`src/rtl/ifetch_unit.sv`:
```
// Multi-cycle instruction fetch sequencer. Samples the PC, runs a req/ack read
// against instruction memory, hands the word to decode over valid/ready, and
// only lets the PC register advance once decode has taken the instruction.
// Handles redirect flushes, misaligned-PC faults and memory timeouts.
module ifetch_unit #(
  parameter int          TIMEOUT  = 16,             // 2..255
  parameter logic [31:0] NOP_WORD = 32'h0000_0000
) (
  input  logic        CLK,
  input  logic        RST,
  input  logic [31:0] PC,
  output logic        pc_en,
  input  logic        flush,
  output logic        imem_req,
  output logic [31:0] imem_addr,
  input  logic        imem_ack,
  input  logic [31:0] imem_rdata,
  output logic [31:0] inst_out,
  output logic [31:0] inst_pc,
  output logic        inst_valid,
  input  logic        dec_ready,
  output logic        fault,
  output logic        bus_err
);

  typedef enum logic [2:0] {
    S_IDLE,
    S_WAIT,
    S_HOLD,
    S_DRAIN,
    S_FAULT
  } state_t;

  // Last wait-counter value before the request is declared lost.
  localparam logic [7:0] WCNT_LAST = 8'(TIMEOUT - 1);

  state_t      state_q, state_d;
  logic        imem_req_q, imem_req_d;
  logic [31:0] imem_addr_q, imem_addr_d;
  logic [31:0] inst_out_q, inst_out_d;
  logic [31:0] inst_pc_q, inst_pc_d;
  logic        inst_valid_q, inst_valid_d;
  logic [7:0]  wcnt_q, wcnt_d;
  logic        pc_en_c;
  logic        bus_err_c;

  // Next-state and combinational outputs for the fetch sequencer.
  always_comb begin
    // NOTE: every signal assigned here gets a default first so no path
    // through the case can leave it unassigned and infer a latch.
    state_d      = state_q;
    imem_req_d   = imem_req_q;
    imem_addr_d  = imem_addr_q;
    inst_out_d   = inst_out_q;
    inst_pc_d    = inst_pc_q;
    inst_valid_d = inst_valid_q;
    wcnt_d       = wcnt_q;
    pc_en_c      = 1'b0;
    bus_err_c    = 1'b0;

    case (state_q)
      S_IDLE: begin
        if (flush) begin
          pc_en_c = 1'b1;                 // let the redirect target load
        end else if (PC[1:0] != 2'b00) begin
          state_d = S_FAULT;
        end else begin
          imem_addr_d = PC;
          imem_req_d  = 1'b1;
          wcnt_d      = 8'd0;
          state_d     = S_WAIT;
        end
      end

      S_WAIT: begin
        if (flush) begin
          pc_en_c = 1'b1;
          if (imem_ack) begin
            imem_req_d = 1'b0;            // data belongs to the old path
            state_d    = S_IDLE;
          end else begin
            wcnt_d  = 8'd0;               // drain gets its own full budget
            state_d = S_DRAIN;
          end
        end else if (imem_ack) begin
          inst_out_d   = imem_rdata;
          inst_pc_d    = imem_addr_q;
          inst_valid_d = 1'b1;
          imem_req_d   = 1'b0;
          state_d      = S_HOLD;
        end else if (wcnt_q == WCNT_LAST) begin
          bus_err_c  = 1'b1;
          imem_req_d = 1'b0;
          state_d    = S_FAULT;
        end else begin
          wcnt_d = wcnt_q + 8'd1;
        end
      end

      S_HOLD: begin
        // A flush outranks decode: the held instruction is simply dropped.
        if (flush || dec_ready) begin
          pc_en_c      = 1'b1;
          inst_valid_d = 1'b0;
          inst_out_d   = NOP_WORD;
          state_d      = S_IDLE;
        end
      end

      S_DRAIN: begin
        // The outstanding read must complete before a new one is issued;
        // flush is ignored here because the PC was already redirected.
        if (imem_ack) begin
          imem_req_d = 1'b0;
          state_d    = S_IDLE;
        end else if (wcnt_q == WCNT_LAST) begin
          bus_err_c  = 1'b1;
          imem_req_d = 1'b0;
          state_d    = S_IDLE;
        end else begin
          wcnt_d = wcnt_q + 8'd1;
        end
      end

      S_FAULT: begin
        // Terminal until reset.
      end

      default: state_d = S_IDLE;
    endcase
  end

  // State and output registers with synchronous active-high reset.
  always_ff @(posedge CLK) begin
    // NOTE: non-blocking assignments so every register samples the values
    // from before this edge, independent of statement order.
    if (RST) begin
      state_q      <= S_IDLE;
      imem_req_q   <= 1'b0;
      imem_addr_q  <= 32'h0;
      inst_out_q   <= NOP_WORD;
      inst_pc_q    <= 32'h0;
      inst_valid_q <= 1'b0;
      wcnt_q       <= 8'd0;
    end else begin
      state_q      <= state_d;
      imem_req_q   <= imem_req_d;
      imem_addr_q  <= imem_addr_d;
      inst_out_q   <= inst_out_d;
      inst_pc_q    <= inst_pc_d;
      inst_valid_q <= inst_valid_d;
      wcnt_q       <= wcnt_d;
    end
  end

  // Combinational strobes are masked while reset is asserted so the PC
  // register never loads and no error is reported during reset.
  assign pc_en      = pc_en_c & ~RST;
  assign bus_err    = bus_err_c & ~RST;
  assign imem_req   = imem_req_q;
  assign imem_addr  = imem_addr_q;
  assign inst_out   = inst_out_q;
  assign inst_pc    = inst_pc_q;
  assign inst_valid = inst_valid_q;
  assign fault      = (state_q == S_FAULT);

endmodule
```
`config.mk`:
```
export PLATFORM = sky130hd
export DESIGN_NAME = ifetch_unit
export DESIGN_NICKNAME = d
export VERILOG_FILES = /design/src/rtl/ifetch_unit.sv
export SDC_FILE = /design/constraint.sdc
export NUM_CORES = 1
export LEC_CHECK = 0
export ABC_AREA = 0
export CAP_MARGIN = 20
export CORE_MARGIN = 3
export CORE_UTILIZATION = 39
export CTS_CLUSTER_DIAMETER = 80
export DETAILED_ROUTE_END_ITERATION = 10
export PLACE_DENSITY = 0.76
export SYNTH_ARGS = -nofsm -noshare
export SYNTH_HDL_FRONTEND = slang
export SYNTH_SLANG_ARGS = --single-unit
```
`constraint.sdc`:
```
create_clock -name CLK -period 1.9 [get_ports CLK]
set_input_delay 0.57 -clock CLK [delete_from_list [all_inputs] [get_ports CLK]]
set_output_delay 0.57 -clock CLK [all_outputs]
set_load 0.03 [all_outputs]
```
# == Word-level counts from Yosys, hierarchy flattened ==
# Cells that the tools add are included.
# classes
n_addsub,1
bitwise_logic,6
eq_ne,14
muxes,39
reduce_logical,12
# op_table
cell,count
$mux W32,3
$pmux W32 S2,1
$mux W8,6
$mux W3,8
$pmux W8 S3,1
$pmux W3 S5,1
$mux W1,14
$reduce_and A4 Y1,3
$ne A2 B2 Y1 const B,5
$ne A3 B3 Y1 const B,3
$add A8 B1 Y8 const B,1
$eq A8 B4 Y1 const B,1
$eq A3 B2 Y1 const B,2
$pmux W1 S2,3
$reduce_and A3 Y1,2
$reduce_and A5 Y1,1
$ne A4 B4 Y1 const B,1
$not A1 Y1,4
$reduce_bool A2 Y1,2
$eq A3 B1 Y1 const B,1
$eq A3 B3 Y1 const B,1
$logic_not A3 Y1,1
$pmux W1 S3,1
$reduce_bool A3 Y1,1
4 further kinds,5
# word_totals
word_cells,79
output_inout_bits,101
register_bits,109

# == Depth between registers and ports, before layout ==
# depth
depth_word,6
mapped_depth,7
ltp_nobuf,6

# == Worst setup path before layout ==
# No wires, ideal clock.
# synth_path
kind,input port to output port
startpoint,input port RST
endpoint,output port pc_en
setup_slack_ns,-0.995
cell_stages,2
n_path_buf,1
arrival_ns,2.325
path_cell_list,clkbuf_1 -> a2111oi_0
# synth_via
elab_chain_len,2
# synth_rtl
element,line,source
"start, declared",10,"input logic RST,"
$not A1 Y1,158,assign pc_en = pc_en_c & ~RST;
$and A1 B1 Y1,158,
"end, declared",12,"output logic pc_en,"
# Every way passes these cells.

# == Worst setup path in the final report ==
# layout_path
startpoint,register wcnt_q[0]
endpoint,output port bus_err
# layout_via
elab_chain_len,6
# layout_rtl
element,line,source
"start, declared",43,"logic [7:0] wcnt_q, wcnt_d;"
"start signal, assigned",152,wcnt_q <= wcnt_d;
$eq A8 B4 Y1 *,"91, 116",
$mux W1 *,"91, 116",
$mux W1 *,85,end else if (imem_ack) begin
$mux W1,76,if (flush) begin
$pmux W1 S2 *,61,case (state_q)
$and A1 B1 Y1 *,159,assign bus_err = bus_err_c & ~RST;
"end, declared",23,output logic bus_err
# Every way passes the cells marked *; elsewhere a longest branch is shown, timed or not.

==> results.txt <==
The flow ran to the end, but the final reports show violations. The final reports fail on setup timing. The number of nets still failing antenna checks after routing is 0. The endpoint required time on the critical path is roughly 1.3 ns. Counting flops and latches in the post-synthesis netlist gives about 110. The detailed-route wire length per cell came out at between 15 and 20 microns.

dfxtp_1 takes more of the synthesized area than any other cell. The sequential fraction of the synthesis area came out at between 50% and 60%. After detailed routing, the number of vias per cell comes to between 5 and 6.

The critical-path maximum fanout came out at 3. The analysis attributes to cell leakage a power of between 2 and 3 nW. The overall track demand over capacity in global routing is roughly 20%. The vertical die dimension is roughly 110 microns. The final-report hold violation count is 0. Summing internal, switching and leakage power gives 0.005399 W.

The starting density of the core came out at between 40 and 50%. The clock latency on the worst-skew pair came out at 0.36 ns. After detailed routing, the total wire length is 12.89 mm. The launch instance of the worst min-delay path is imem_addr[31].

The total iterations of the first detailed-routing run is 5. The met3 layer usage reported by global route came out at under 10%. STA puts the critical path data arrival time at roughly 1.5 ns. The count of synthesis-stage warnings from yosys came out at 0.

The predominant post-synthesis flop cell is dfxtp_1. Setup repair after global routing could not meet its margin everywhere. The slew at the pin closest to its max-slew limit came out at approximately 0.55 ns.

The minimum clock period came out at approximately 2.1 ns. The post-synthesis cell type count came out at about 50. met2 is the most crowded layer. The peak clock frequency supported by timing came out at ~480 MHz. The share of synthesized area in the top cell type comes to about half. The final setup violation count came out at 2. The number of buffers between clock root and the deepest sink came out at 2. After the flow finishes, the layout carries non-filler instances totaling about 860.

In this run the core area contains 37 standard-cell rows. The path class of the tightest hold or removal check is flip-flop to flip-flop. The placeable core region is roughly 0.010 sq mm.

IR analysis of the VDD net gives a maximum drop of around 530 uV. The maximum number of pins on one net before global-route repair is 54. The remaining global-route overflow came out at 0. The number of diodes added for antenna fixing is 0. Power spread over the standard cell area amounts to about 800 mW/mm^2. The post-detailed-placement half-perimeter wirelength is 9.017 mm. STA classifies the critical path startpoint as a flip-flop. The die area is 0.01224 sq mm. The source of the critical timing path is wcnt_q[0]. After detailed routing, the number of remaining DRC violations is 0. The number of global-route vias before repair is roughly 4400. Ranked by total cell area, the synthesized netlist is headed by dfxtp_1, nand2_1, a21oi_1. Clock tree synthesis found a total of roughly 110 sinks. In this run, synthesis inferred 0 flip-flops with an integrated enable.

For this run, asynchronously set or reset flops after synthesis account for 0%. The fraction of met1 tracks used by global routing is between 20% and 30%. The total count of max-transition violations in the final report came out at 0.

The H-tree generated during clock tree synthesis spans 3 levels. The share of post-route cells with drive strength above 1 is 12.92%. Of the available clock period, the critical path in the final layout requires 110.1%. The mean post-synth cell area is between 8 and 9 sq um. The worst setup path is captured at an output pin. The gate count of the mapped netlist came out at between 500 and 600. The worst-case headroom to the max-slew limit came out at 63.09%. The initial antenna violation count was 0. The detailed-route via count came out at 4395. The tree is rooted in a clkbuf_8. The largest clock skew in the final design is around 0.017 ns. Max-cap violations in this run came to 0. The synthesized net count came out at between 600 and 700.

The cell area after technology mapping came out at around 0.0043 sq mm. Input and output buffers added on the ports amount to about 170. In this run, CTS created clock tree buffers numbering 9. The commonest cells after synthesis are nand2_1, dfxtp_1, a21oi_1. The congestion estimate from routability-driven global placement came to between 0.8 and 0.9. The horizontal extent of the die came out at 110.6 microns. The critical path class is flip-flop to output pin. The clock-pin slew on the worst setup and hold paths is 0.11 ns. The number of top-level pins is 170. The clock tree from TritonCTS is yes. The final worst-path setup slack came out at -0.1919 ns. The worst register-to-register path begins at state_q[1].

From synthesis to final layout, the design area changed by 54.43%. The final net count came out at ~800. After the first detailed-routing iteration, the DRC count stood at ~360. The wire length of the first global-routing pass is between 20 and 25 mm. The met2 usage came out at 36.25%. The number of instances in the placed design came out at around 830.

The most common cell in the synthesized netlist is nand2_1.
## layout make-up
class / count / area, sq um
Sequential cell: 109 / 2195
Clock inverter: 5 / 46.29
Clock buffer: 10 / 127.6
Inverter: 8 / 30.03
Multi-Input combinational cell: 373 / 1988
Timing Repair Buffer: 215 / 2036
Tap cell: 136 / 170.2
Fill cell: 928 / 3870
## layer usage
| layer | share of wire (%) | up-vias |
|---|---|---|
| met1 | 42 | 2054 |
| li1 | - | 2174 |
| met3 | 8.3 | 7 |
| met2 | 49 | 160 |
| met4 | 0.63 | 0 |
| met5 | 0 | - |
## critical path, cell delays in order (launching register included)
cell	delay (ns)
dfxtp_2	0.35
ha_2	0.17
and3_4	0.19
and2_4	0.14
and3_4	0.17
buf_6	0.12
## cell usage in the layout, fill, tap and decap left out, drive strengths merged, types with 2 or more instances in the layout
| cell type | synthesis | routed |
|---|---|---|
| o21a | 2 | 2 |
| nor3 | 3 | 3 |
| nor2 | 4 | 4 |
| a22oi | 3 | 3 |
| clkdlybuf4s50 | 0 | 62 |
| and4b | 2 | 2 |
| dlymetal6s2s | 0 | 2 |
| dfxtp | 109 | 109 |
| and2 | 4 | 4 |
| a21oi | 102 | 102 |
| inv | 8 | 10 |
| nand2 | 163 | 163 |
| a211oi | 2 | 2 |
| or3 | 3 | 3 |
| clkinv | 0 | 3 |
| clkbuf | 25 | 11 |
| o21ai | 38 | 38 |
| ha | 5 | 5 |
| nor3b | 2 | 2 |
| dlygate4sd2 | 0 | 100 |
| and3 | 5 | 5 |
| nor4 | 3 | 3 |
| nand3 | 4 | 4 |
| buf | 13 | 49 |
| o211ai | 4 | 4 |
## final timing paths
check                  to  slack (ns)  depth (start not counted)
max reg2reg  inst_out[24]        0.12                          8
max               bus_err       -0.19                          5
min           inst_pc[31]        0.45                          2
min reg2reg   inst_pc[31]        0.45                          2
## through the flow
step / hold WS [ns] / util, % / TNS (ns) / area, sq um / worst slack (ns)
finish: 0.4532 / 63.01 / -0.2721 / 6593 / -0.1919
global route: 0.4783 / 63.01 / -0.4606 / 6593 / -0.2685
CTS: 0.4558 / 62.14 / -0.3196 / 6501 / -0.2109
detailed placement: 0.4456 / 60.85 / -38.82 / 6366 / -0.4923
global placement: 0.4407 / 60.85 / -36.30 / 6366 / -0.4786
floorplan: 0.4631 / - / -0.01528 / 4293 / -0.01528
## logic make-up after synthesis
logic type / after synthesis / synth area share (%)
buf+inv: 46 / 4.572
simple gates: 201 / 21.01
flops: 109 / 51.11
compound gates: 166 / 21.57
mux: 1 / 0.2638
fa+ha+maj: 5 / 1.465
## flip-flops by register name, indices dropped and copies added, names as in the netlist
signal,flops
imem_addr,32
imem_req,1
inst_out,32
inst_pc,32
inst_valid,1
state_q,3
wcnt_q,8
## where the power goes
| part | switching (W) | total [W] | internal, W | leakage, nW |
|---|---|---|---|---|
| clock | 0.000795 | 0.00129 | 0.000493 | 0.0888 |
| sequential | 0.0000919 | 0.00250 | 0.00241 | 0.884 |
| combinational | 0.000911 | 0.00161 | 0.000700 | 1.83 |
| total | 0.00180 | 0.00540 | 0.00360 | 2.80 |
## timing repair
action	in CTS	in global routing
pin swaps	4	4
resized for setup	122	15
buffers inserted	3	3
hold buffers	0	0
gates cloned	0	1
endpoints found under the setup margin	111	60
Note: power is estimated with default switching activity, not from simulation.
==> RTL edit 1: new RTL, same flow settings <==
Set the parameter `TIMEOUT` to 12 (it was 16).
--- a/src/rtl/ifetch_unit.sv
+++ b/src/rtl/ifetch_unit.sv
@@ -3,7 +3,7 @@
 // only lets the PC register advance once decode has taken the instruction.
 // Handles redirect flushes, misaligned-PC faults and memory timeouts.
 module ifetch_unit #(
-  parameter int          TIMEOUT  = 16,             // 2..255
+  parameter int          TIMEOUT  = 12,             // 2..255
   parameter logic [31:0] NOP_WORD = 32'h0000_0000
 ) (
   input  logic        CLK,
Check against the original RTL: no difference found for any inputs over 4 cycles, from zero or initial values and one cycle with RST high; that may be too few to reach the edited logic, so the function may still have changed.
==> RTL edit 1 against the unedited design <==
Sequential cell count is the same; the run still ends with negative setup slack left; setup slack lost 0.066 ns; final area grew 1.5%; die area shrank 0.44%; maximum frequency shrank 3.1%; wire length grew 3.7%; area after synthesis shrank 0.47%.
Power is not compared: it rests on default switching activity, and its combinational part moved more than twofold at a synthesized area within 25%.
==> RTL edit 1: results (changes against the unedited design) <==
In this run the most critical hold path is launched from imem_addr[5]. The total of fill cells in the finished design was 968 (+4.3%). The logs give 62.4% (-0.69 points) for the max-slew headroom at the worst pin and 9.19 mm (+1.9%) for the HPWL reported at the end of detailed placement. The wire length on met3 was 913 µm (-15%); the post-synth net total was 609 (+1.2%).

The tools report the flop-to-flop setup slack as 0.04 ns (-0.08 ns). The final setup violation count is 2 (unchanged), and the final wirelength is 13.4 mm (+3.7%). Area share of xor/xnor cells in the synthesized design: 0.206% (+0.21 points).

The flow ran to the end, but the final reports show violations. The share of final-layout standard cells stronger than drive strength 1 works out to 14.3% (+1.4 points). The global-route usage over all layers is 20.9% (+0.44 points). Ranked by total cell area, the synthesized netlist is headed by sky130_fd_sc_hd__dfxtp_1, sky130_fd_sc_hd__nand2_1, sky130_fd_sc_hd__a21oi_1. The first-pass iteration count of the detailed router was 4 (-1).

The sequential share of the synthesized area was 51.4% (+0.24 points). The mux cell area share after synthesis works out to 0% (-0.26 points). The tools report the terminating pin of the worst hold path as inst_pc[5]. The routing usage on met3 is 5.59% (-0.87 points), and the final worst setup slack is -0.258 ns (-0.0662 ns). The tools report the net total in the final layout as 803 (+1.6%). The final reports fail on negative setup slack. The adder-cell share of the synthesized area works out to 1.47% (+0.0069 points).

The fraction of the mapped netlist area in compound gates was 21.7% (+0.13 points); the number of distinct standard cells referenced by the synthesized netlist was 46 (-6.1%).
RTL edit 1: cell count changes after synthesis, sizes merged, moves of 5 or more:
| cell | unedited run | this run |
|---|---|---|
| clkbuf | 25 | 37 |
| buf | 13 | 3 |
| nand2b | 0 | 5 |
| nand3 | 4 | 9 |
| nor2b | 1 | 6 |
RTL edit 1: stage by stage:
step	util [%]	worst slack (ns)	instances	instance area, µm²
floorplan	-	-0.274	535	4360
global placement	61.2	-0.613	840	6400
detailed placement	61.2	-0.656	840	6400
CTS	63.1	-0.284	864	6610
global route	63.9	-0.331	870	6690
finish	63.9	-0.258	870	6690
RTL edit 1: power groups by stage:
stage	logic [mW]	registers, mW	clock network [mW]
after floorplan	0.196	2.45	0
after global placement	0.539	2.39	0
after detailed placement	0.547	2.40	0
after CTS	0.546	2.35	1.45
after global routing	0.611	2.35	1.53
final	0.572	2.35	1.41
RTL edit 1: worst max-delay path by stage:
stage,startpoint,to,cells past startpoint
floorplan,PC[0],wcnt_q[3],5
global placement,PC[0],wcnt_q[3],5
detailed placement,PC[0],wcnt_q[0],6
CTS,wcnt_q[0],bus_err,5
global route,wcnt_q[0],bus_err,5
finish,wcnt_q[0],bus_err,5
RTL edit 1: kinds of logic after synthesis:
family / after synthesis
and+or+nand+nor: 209
AOI/OAI and AO/OA: 164
DFF: 109
buffers and inverters: 47
adders and majority gates: 5
xor gates and xnor gates: 1
RTL edit 1: what timing repair did:
action	in CTS	in global routing
gates resized for setup	127	13
pin swaps	8	6
buffers inserted	8	6
endpoints found under the setup margin	148	27
RTL edit 1: final cells by class:
class | count | area share, %
clock buffers | 9 | 1.85
well taps | 136 | 2.54
flip-flops and latches | 109 | 32.8
repair buffers | 223 | 30.9
clock inverters | 7 | 1.16
inverters | 7 | 0.468
multi-input cells | 379 | 30.3
==> RTL edit 2: new RTL, same flow settings <==
Without the edit above. Encoding of `state_t`: now one-hot (5 bits for 5 states).
--- a/src/rtl/ifetch_unit.sv
+++ b/src/rtl/ifetch_unit.sv
@@ -23,12 +23,12 @@
   output logic        bus_err
 );
 
-  typedef enum logic [2:0] {
-    S_IDLE,
-    S_WAIT,
-    S_HOLD,
-    S_DRAIN,
-    S_FAULT
+  typedef enum logic [4:0] {
+    S_IDLE  = 5'b00001,
+    S_WAIT  = 5'b00010,
+    S_HOLD  = 5'b00100,
+    S_DRAIN = 5'b01000,
+    S_FAULT = 5'b10000
   } state_t;
 
   // Last wait-counter value before the request is declared lost.
Behaviour: same outputs for any inputs over 4 cycles, from zero or initial values and one cycle with RST high; so few cycles prove little.
==> RTL edit 2 against the unedited design <==
The flow still finishes with violations (negative setup slack); final area fell by 1.8%; sequential cell count rose by 2; wire length fell by 2.0%; core utilization rose by 1.7 points; die area fell by 3.9%; setup slack got worse by 0.12 ns; area after synthesis fell by 4.2%; critical path type unchanged; largest cell class unchanged.
Power is not compared: it rests on default switching activity, and its combinational part moved more than twofold at a synthesized area within 25%.
==> RTL edit 2: results (changes against the unedited design) <==
The via count of the first global-routing pass is 3924 (-11%), and the worst setup slack after placement is -0.744 ns (-0.252 ns). The final reports fail on negative setup slack. The global-route usage over all layers came out at 20.3% (-0.16 points). Reg-to-reg critical path startpoint: state_q[3]. The tools report the combined area of all synthesized cells as 4090 µm² (-4.2%). For the smallest hold slack, the log shows 0.457 ns (+0.00374 ns). The run gives 731 (-7.5%) as the net total in the final layout. The maximum single-stage delay on the critical path came out at 0.39 ns (+0.04 ns).

The length in cells of the worst reg-to-reg path was 9 (+1); the routing usage on met3 was 4.90% (-1.6 points). The run finished, with violations left. Proportion of cell area occupied by registers: 34.6% (+1.3 points).

The tools report the number of instances in the placed design as 772 (-7.4%). The share of final-layout standard cells stronger than drive strength 1 came out at 15.0% (+2.1 points). The first-pass iteration count of the detailed router is 4 (-1). In this run the most critical hold path is launched from inst_pc[7]. The largest fanout on the critical path is 5 (+2), and the mux cell area share after synthesis is 0% (-0.26 points). The average wire per cell in the routed design is 15.8 µm (+5.0%), and the wire length the detailed router placed on met1 is 5.05 mm (-7.9%). The critical path ends at pc_en. DRC violation total after the first TritonRoute iteration: 181 (-50%). The area of the multi-input gates is 1840 µm² (-7.3%), and the summed area of non-filler cells in the final layout is 6470 µm² (-1.8%). The run gives 54.3% (+3.2 points) as the sequential share of the synthesized area. The non-clock buffering overhead in the final layout was 31.1% (+0.23 points); the fraction of the mapped netlist area in compound gates was 20.4% (-1.1 points). The tools report the final weighted congestion of routability-driven global placement as 0.837 (-1.2%). The number of clock sinks came out at 111 (+1.8%).

The run gives 6130 µm² (-3.7%) as the post-detailed-placement cell area. The logs give 8.58 mm (-4.9%) for the HPWL reported at the end of detailed placement and 4125 (-6.1%) for the total number of vias. The commonest cells after synthesis are sky130_fd_sc_hd__nand2_1, sky130_fd_sc_hd__dfxtp_1, sky130_fd_sc_hd__a21oi_1. The run gives 37.1% (+0.87 points) as the met2 usage. The tools report the wire length on met3 as 817 µm (-24%). The adder-cell share of the synthesized area was 0.306% (-1.2 points); the non-clock buffer total of the final layout was 213 (-0.93%).

Tracing the worst setup path back leads to its startpoint at state_q[1]. The tools report the clock skew as 0.0161 ns (-0.000733 ns). The number of logic inverters in the finished layout was 4 (-4); the final wirelength was 12.6 mm (-2.0%). The number of instances in the synthesized netlist was 465 (-12%). The fraction of area in clock buffers and inverters was 3.05% (+0.42 points). The final setup violation count is 3 (+1), and the global routing met1 resource utilization is 23.4% (-1.1 points). The slowest stage of the critical path is the sky130_fd_sc_hd__dfxtp_4 cell.

The run gives 69.0% (+6.0 points) as the max-slew headroom at the worst pin. For the wire length of the first global-routing pass, the log shows 19.0 mm (-10%). The run gives 0.07 ns (-0.05 ns) as the flop-to-flop setup slack. The run gives -0.314 ns (-0.122 ns) as the final worst setup slack. The logs give 45 (-17%) for the maximum number of pins on one net before global-route repair and 535 (-11%) for the post-synth net total.

For the arrival time of data at the critical path endpoint, the log shows 1.64 ns (+0.12 ns). The run gives -0.668 ns (-0.396 ns) as the sum of negative setup slack.
-- RTL edit 2: cell types whose count changed after synthesis, moves of 5 or more --
cell and change:
sky130_fd_sc_hd__a22o_1 +32, sky130_fd_sc_hd__nand2_1 -27, sky130_fd_sc_hd__o21ai_0 -33, sky130_fd_sc_hd__a21oi_1 -32, sky130_fd_sc_hd__clkbuf_1 -12, sky130_fd_sc_hd__nor2_1 +8, sky130_fd_sc_hd__o21ai_1 +5
-- RTL edit 2: timing repair --
item,4_1_cts,5_1_grt
gates resized for setup,118,26
endpoints found under the hold margin,0,0
pin swaps,9,12
buffers inserted,4,7
setup endpoints to repair,134,87
gates cloned,1,1
-- RTL edit 2: power by group through the flow --
stage | clock network, mW | logic [mW] | registers, mW
finish | 1.36 | 0.739 | 2.43
global route | 1.50 | 0.793 | 2.44
CTS | 1.42 | 0.673 | 2.42
detailed placement | 0 | 0.645 | 2.47
global placement | 0 | 0.633 | 2.47
floorplan | 0 | 0.236 | 2.53
